[src/rtl/mips_mem_arbiter.sv]
// mips_mem_arbiter
//   Shares one single-ported memory between the instruction-fetch stage (IF)
//   and the data stage (ME). A three-state FSM (IDLE / IF_ACC / ME_ACC)
//   latches the winning request, drives the memory port for WAIT_CYCLES+1
//   cycles and then pulses the matching grant with the read data.
//   ME has priority over IF. Defining ARB_STARVE_GUARD_EN adds a starvation
//   guard that forces an IF grant after STARVE_LIMIT consecutive ME grants
//   made while a fetch is pending. Without the macro the priority is strict.
//
// Parameters
//   WAIT_CYCLES  : extra memory wait states per access (0..15)
//   STARVE_LIMIT : consecutive ME grants tolerated while IF waits (1..15)
// Ports
//   clk, reset                    : clock, synchronous active-high reset
//   if_req/if_addr                : fetch request (held until if_gnt)
//   if_gnt/if_rdata               : fetch completion pulse and fetched word
//   me_req/me_addr/me_rd_wr/me_wdata : data request (held until me_gnt)
//   me_gnt/me_rdata               : data completion pulse and load data
//   mem_en/mem_addr/mem_rd_wr/mem_wdata/mem_rdata : shared memory port
//   busy                          : FSM is not IDLE
// All outputs come straight from flops.
module mips_mem_arbiter #(
  parameter int unsigned WAIT_CYCLES  = 1,
  parameter int unsigned STARVE_LIMIT = 4
) (
  input  logic        clk,
  input  logic        reset,
  input  logic        if_req,
  input  logic [31:0] if_addr,
  output logic        if_gnt,
  output logic [31:0] if_rdata,
  input  logic        me_req,
  input  logic [31:0] me_addr,
  input  logic        me_rd_wr,
  input  logic [31:0] me_wdata,
  output logic        me_gnt,
  output logic [31:0] me_rdata,
  output logic        mem_en,
  output logic [31:0] mem_addr,
  output logic        mem_rd_wr,
  output logic [31:0] mem_wdata,
  input  logic [31:0] mem_rdata,
  output logic        busy
);

  if (WAIT_CYCLES > 15 || STARVE_LIMIT < 1 || STARVE_LIMIT > 15) begin : g_bad_param
    $error("mips_mem_arbiter: WAIT_CYCLES or STARVE_LIMIT out of range");
  end

  localparam logic [3:0] WAIT_LAST = 4'(WAIT_CYCLES);

  typedef enum logic [1:0] {IDLE, IF_ACC, ME_ACC} state_t;

  state_t      state_q, state_d;
  logic [3:0]  wait_q, wait_d;
  logic        if_gnt_q, if_gnt_d;
  logic        me_gnt_q, me_gnt_d;
  logic [31:0] if_rdata_q, if_rdata_d;
  logic [31:0] me_rdata_q, me_rdata_d;
  logic        mem_en_q, mem_en_d;
  logic [31:0] mem_addr_q, mem_addr_d;
  logic        mem_rd_wr_q, mem_rd_wr_d;
  logic [31:0] mem_wdata_q, mem_wdata_d;
  logic        busy_q, busy_d;

  // A requester whose grant is on the bus this cycle is still holding its
  // old request; it must not be served a second time.
  logic if_v, me_v, if_wins;
  assign if_v = if_req & ~if_gnt_q;
  assign me_v = me_req & ~me_gnt_q;

`ifdef ARB_STARVE_GUARD_EN
  localparam logic [3:0] STARVE_MAX = 4'(STARVE_LIMIT);
  logic [3:0] starve_q, starve_d;
  // Raw me_req blocks IF even while masked, so a data stage that keeps
  // re-issuing holds strict priority; only the guard can break through.
  assign if_wins = if_v & (~me_req | (starve_q == STARVE_MAX));
`else
  assign if_wins = if_v & ~me_req;
`endif

  always_comb begin
    state_d     = state_q;
    wait_d      = wait_q;
    if_gnt_d    = 1'b0;
    me_gnt_d    = 1'b0;
    if_rdata_d  = if_rdata_q;
    me_rdata_d  = me_rdata_q;
    mem_en_d    = mem_en_q;
    mem_addr_d  = mem_addr_q;
    mem_rd_wr_d = mem_rd_wr_q;
    mem_wdata_d = mem_wdata_q;
`ifdef ARB_STARVE_GUARD_EN
    starve_d    = starve_q;
`endif
    case (state_q)
      IDLE: begin
`ifdef ARB_STARVE_GUARD_EN
        if (!if_req) starve_d = 4'd0;
`endif
        // The access state and the memory strobe start on the same edge,
        // so the first mem_en cycle directly follows the arbitration cycle.
        if (if_wins) begin
          state_d     = IF_ACC;
          wait_d      = 4'd0;
          mem_en_d    = 1'b1;
          mem_addr_d  = if_addr;
          mem_rd_wr_d = 1'b1;
          mem_wdata_d = 32'd0;
`ifdef ARB_STARVE_GUARD_EN
          starve_d    = 4'd0;
`endif
        end else if (me_v) begin
          state_d     = ME_ACC;
          wait_d      = 4'd0;
          mem_en_d    = 1'b1;
          mem_addr_d  = me_addr;
          mem_rd_wr_d = me_rd_wr;
          mem_wdata_d = me_wdata;
`ifdef ARB_STARVE_GUARD_EN
          if (if_v) starve_d = starve_q + 4'd1;
`endif
        end
      end
      IF_ACC, ME_ACC: begin
        if (wait_q == WAIT_LAST) begin
          // mem_rdata is captured on the last strobe cycle.
          state_d  = IDLE;
          mem_en_d = 1'b0;
          if (state_q == IF_ACC) begin
            if_gnt_d   = 1'b1;
            if_rdata_d = mem_rdata;
          end else begin
            me_gnt_d = 1'b1;
            if (mem_rd_wr_q) me_rdata_d = mem_rdata;
          end
        end else begin
          wait_d = wait_q + 4'd1;
        end
      end
      default: begin
        state_d  = IDLE;
        mem_en_d = 1'b0;
      end
    endcase
    busy_d = (state_d != IDLE);
  end

  always_ff @(posedge clk) begin
    if (reset) begin
      state_q     <= IDLE;
      wait_q      <= 4'd0;
      if_gnt_q    <= 1'b0;
      me_gnt_q    <= 1'b0;
      if_rdata_q  <= 32'd0;
      me_rdata_q  <= 32'd0;
      mem_en_q    <= 1'b0;
      mem_addr_q  <= 32'd0;
      mem_rd_wr_q <= 1'b1;
      mem_wdata_q <= 32'd0;
      busy_q      <= 1'b0;
    end else begin
      state_q     <= state_d;
      wait_q      <= wait_d;
      if_gnt_q    <= if_gnt_d;
      me_gnt_q    <= me_gnt_d;
      if_rdata_q  <= if_rdata_d;
      me_rdata_q  <= me_rdata_d;
      mem_en_q    <= mem_en_d;
      mem_addr_q  <= mem_addr_d;
      mem_rd_wr_q <= mem_rd_wr_d;
      mem_wdata_q <= mem_wdata_d;
      busy_q      <= busy_d;
    end
  end

`ifdef ARB_STARVE_GUARD_EN
  always_ff @(posedge clk) begin
    if (reset) starve_q <= 4'd0;
    else       starve_q <= starve_d;
  end
`endif

  assign if_gnt    = if_gnt_q;
  assign me_gnt    = me_gnt_q;
  assign if_rdata  = if_rdata_q;
  assign me_rdata  = me_rdata_q;
  assign mem_en    = mem_en_q;
  assign mem_addr  = mem_addr_q;
  assign mem_rd_wr = mem_rd_wr_q;
  assign mem_wdata = mem_wdata_q;
  assign busy      = busy_q;

endmodule

[config.mk]
export PLATFORM = sky130hd
export DESIGN_NAME = mips_mem_arbiter
export DESIGN_NICKNAME = d
export VERILOG_FILES = /design/src/rtl/mips_mem_arbiter.sv
export SDC_FILE = /design/constraint.sdc
export NUM_CORES = 1
export LEC_CHECK = 0
export ABC_CLOCK_PERIOD_IN_PS = 2700
export CAP_MARGIN = 20
export CORE_AREA = 2 2 161 84
export DETAILED_ROUTE_END_ITERATION = 8
export DIE_AREA = 0 0 163 86
export GPL_TIMING_DRIVEN = 1
export HOLD_SLACK_MARGIN = 0.03
export PLACE_DENSITY = 0.84
export REMOVE_ABC_BUFFERS = 1
export SLEW_MARGIN = 20
export SYNTH_ARGS = -nofsm -noshare
export SYNTH_HDL_FRONTEND = slang
export SYNTH_SLANG_ARGS = --single-unit
[constraint.sdc]
create_clock -name clk -period 2.7 [get_ports clk]
set_input_delay 0.54 -clock clk [delete_from_list [all_inputs] [get_ports clk]]
set_output_delay 0.54 -clock clk [all_outputs]
set_load 0.03 [all_outputs]
==> summary.md <==
| Metric | Value |
|---|---|
| Post-Synth Simple-Gate Area | 0.212 |
| DIE HEIGHT | 86 um |
| Hold Crit Class | flip-flop to flip-flop |
| Final worst path period share | 0.775 |
| Number of antenna diodes | 0 |
| GRT overflow | 0 |
| Largest family of logic cells by synthesized area | simple AND/OR/NAND/NOR gates |
| Setup Fix Bufs, Post-CTS | 0 |
| # IOs | 266 |
| Largest net degree at the start of global routing | 66 |
| Area leader, netlist | dfxtp_1 |
| Sequential cell area fraction in the yosys report | 0.519 |
| Num CTS Buffers | 17 |
| Placed cell area | around 8100 um2 |
| Cells after DPL | 1,025 |
| # port buffers | 265 |
| Min cycle time layout | 2.09 ns |
| Worst clock skew | 0.0148 ns |
| Top cells by area, synth | dfxtp_1 52%, nand2_1 14%, a21oi_1 6.1% |
| Critical Path AT | 2.39 ns |
| GRT Util Overall | 0.224 |
| DRT Wirelength | 16.1 mm |
| # clock sinks | around 140 |
| Yosys reg bits | 139 |
| Max Slew Vio Count | 0 |
| Crit Path Class | input port to flip-flop |
| Top-area cell type share of the netlist area | 0.519 |
| Mux cell area share after synthesis | 0.00187 |
| Critical path required time | 3.00 ns |
| Design Area, Final | 8720 um2 |
| Antenna violations before repair | 0 |
| Initial core utilization | 0.428 |
| Dpl hpwl | 11.2 mm |
| Fin. Hold Viols | 0 |
| Max VDD drop | about 0.00045 V |
| Ys async rst share | 0 |
| Routability cong. | approximately 0.82 |
| Synth Area per Inst | 8.52 um2 |
| Row cnt | 29 |
| Startpoint class of the critical path | input port |
| CTS tree | yes |
| Relative slew slack | 0.654 |
| Cells after Synth | 629 |
| Vias per std cell | 5.07 |
| Htree depth | 4 |
| Total vias in the final route | 5,354 |
| Die W | 163 um |
| Core ar. | 12,500 um2 |
| Global-route wire length before repair | around 25 mm |
| Number of flops mapped to enable cells by yosys | 0 |
| Reg clk slew, reported paths | 0.06 ns |
| Yosys warning count | 0 |
| Layout area overhead | 62.7% |
| Sequential Area | 2780 um2 |
| Hold buffers post-CTS | 0 |
| DIE AREA | 14,000 um2 |
| Drt first-iter violations | around 370 |
| Worst-margin pin slew | 0.520 ns |
| Vias in the first global route | a little over 5,000 |
| RSZ-0062 raised after global routing | false |
| CP Capture Type | flip-flop |
| Post-route ant nets | 0 |
| Non-filler instance count after layout | 1,057 |
| Max clock buf depth | 2 |
| Final net count | 1,012 |
| Status | finished, final reports clean |
| Crit-path max FO | 65 |
| First-pass iteration count of the detailed router | 4 |
| Ys flop type | dfxtp_1 |
| Post-Synth XOR/XNOR Area | 0 |
| Max-cap violations | 0 |
| Netlist cell types | 37 |
| # fillers | approximately 1,000 |
| # DRC | 0 |
| Synth Area in Adders | 0.0117 |
| Synth Cell Area | 5360 um2 |
| Multi-input logic area | approximately 2300 um2 |
| WL/cell | 15.3 um |
| Max Fclk | 0.478 GHz |
| Final setup vio count | 0 |
| Cells resized by post-CTS repair | 0 |
| Clk root buf | clkbuf_16 |
| Share of layout cells above drive strength 1 | 0.0812 |
| Worst skew pair latency | 0.40 ns |
| Synth Area in Compound Gates | 0.206 |
| PD cells | between 600 and 700 nW/um2 |
| LEAKAGE | 3.12 nW |
[sequential cells by signal, indices dropped and copies added, names as in the netlist, 2 cells and up]
name       flops
if_rdata      32
me_rdata      32
mem_addr      32
mem_wdata     32
state_q        2
wait_q         4
[final cells by class]
| type | count | area share |
|---|---|---|
| Multi-Input combinational cell | 433 | 0.267 |
| Sequential cell | 139 | 0.319 |
| Clock inverter | 15 | 0.0187 |
| Tap cell | 170 | 0.0244 |
| Inverter | 7 | 0.00301 |
| Clock buffer | 17 | 0.0488 |
| Timing Repair Buffer | 276 | 0.319 |
[logic make-up after synthesis]
family                   count (synthesis)
multiplexers                             1
flip-flops                             139
buffers and inverters                   57
AO/OA/AOI/OAI                          144
AND/OR/NAND/NOR                        283
adder cells (fa/ha/maj)                  5
[cells in the mapped netlist (2+ instances only)]
cell type	n
ha_1	5
clkbuf_1	36
buf_2	8
buf_6	4
dfxtp_1	139
nand2b_1	2
o21ai_0	2
nor3b_2	2
nor2_1	69
a311oi_2	20
inv_1	7
nor3_1	3
a211oi_1	2
a311oi_1	12
a22oi_1	33
a21oi_1	65
o32ai_1	2
nand2_1	195
buf_4	2
o22ai_1	2
nor3b_1	2
nor2b_1	2
[worst max-delay path: stages]
cell             delay (ns)
clkdlybuf4s50_1        0.49
or3b_1                 0.50
a21oi_4                0.18
buf_12                 0.29
nor2_1                 0.08
a311oi_1               0.28
[placed cells by master, fill, tap and decap left out, drive strengths merged]
| cell type | instances |
|---|---|
| mux2i | 1 |
| ha | 5 |
| dfxtp | 139 |
| a21oi | 66 |
| a211oi | 2 |
| and2 | 1 |
| buf | 12 |
| a21boi | 1 |
| o22ai | 2 |
| nor3 | 3 |
| nor3b | 4 |
| o31ai | 1 |
| clkinvlp | 6 |
| clkinv | 2 |
| and3b | 1 |
| bufinv | 2 |
| nand2 | 195 |
| a22oi | 33 |
| o32ai | 2 |
| nand2b | 2 |
| a311oi | 33 |
| nor2 | 69 |
| nor2b | 2 |
| clkdlybuf4s50 | 264 |
| nand3b | 1 |
| or3 | 1 |
| o21ai | 3 |
| or3b | 2 |
| nand3 | 1 |
| inv | 12 |
| clkbuf | 17 |
| a32o | 1 |
| and4bb | 1 |
[per-layer routing]
| layer | vias up | track usage | share of wire |
|---|---|---|---|
| li1 | 2617 | - | - |
| met1 | 2530 | 0.269 | 0.42 |
| met2 | 168 | 0.399 | 0.51 |
| met3 | 39 | 0.0406 | 0.047 |
| met4 | 0 | 0.0909 | 0.027 |
| met5 | - | 0 | 0 |
[through the flow]
stage	total power (W)	utilization	hold slack, ns	setup slack, ns	TNS, ns
5_1_grt	0.00606	0.696	0.474	0.531	0
3_3_place_gp	0.00354	0.649	0.440	0.285	0
2_1_floorplan	0.00294	-	0.483	-0.219	-12.81
3_5_place_dp	0.00357	0.649	0.446	0.226	0
6_report	0.00583	0.696	0.451	0.608	0
4_1_cts	0.00588	0.696	0.455	0.639	0
[power by group]
group / total, W / internal [W] / switching [W] / leakage [nW]
Sequential: 0.00226 / 0.00219 / 0.0000742 / 1.13
Combinational: 0.00126 / 0.000570 / 0.000695 / 1.72
Clock: 0.00230 / 0.00137 / 0.000926 / 0.269
[path summary, 6_finish.rpt]
path | cells after the start | slack (ns) | endpoint | start
setup / recovery | 6 | 0.61 | mem_addr[27] | me_req
setup reg to reg | 7 | 0.69 | me_rdata[0] | state_q[0]
hold reg to reg | 2 | 0.45 | if_rdata[22] | if_rdata[22]
hold / removal | 2 | 0.45 | if_rdata[22] | if_rdata[22]
Power figures use the tool's default switching activity.
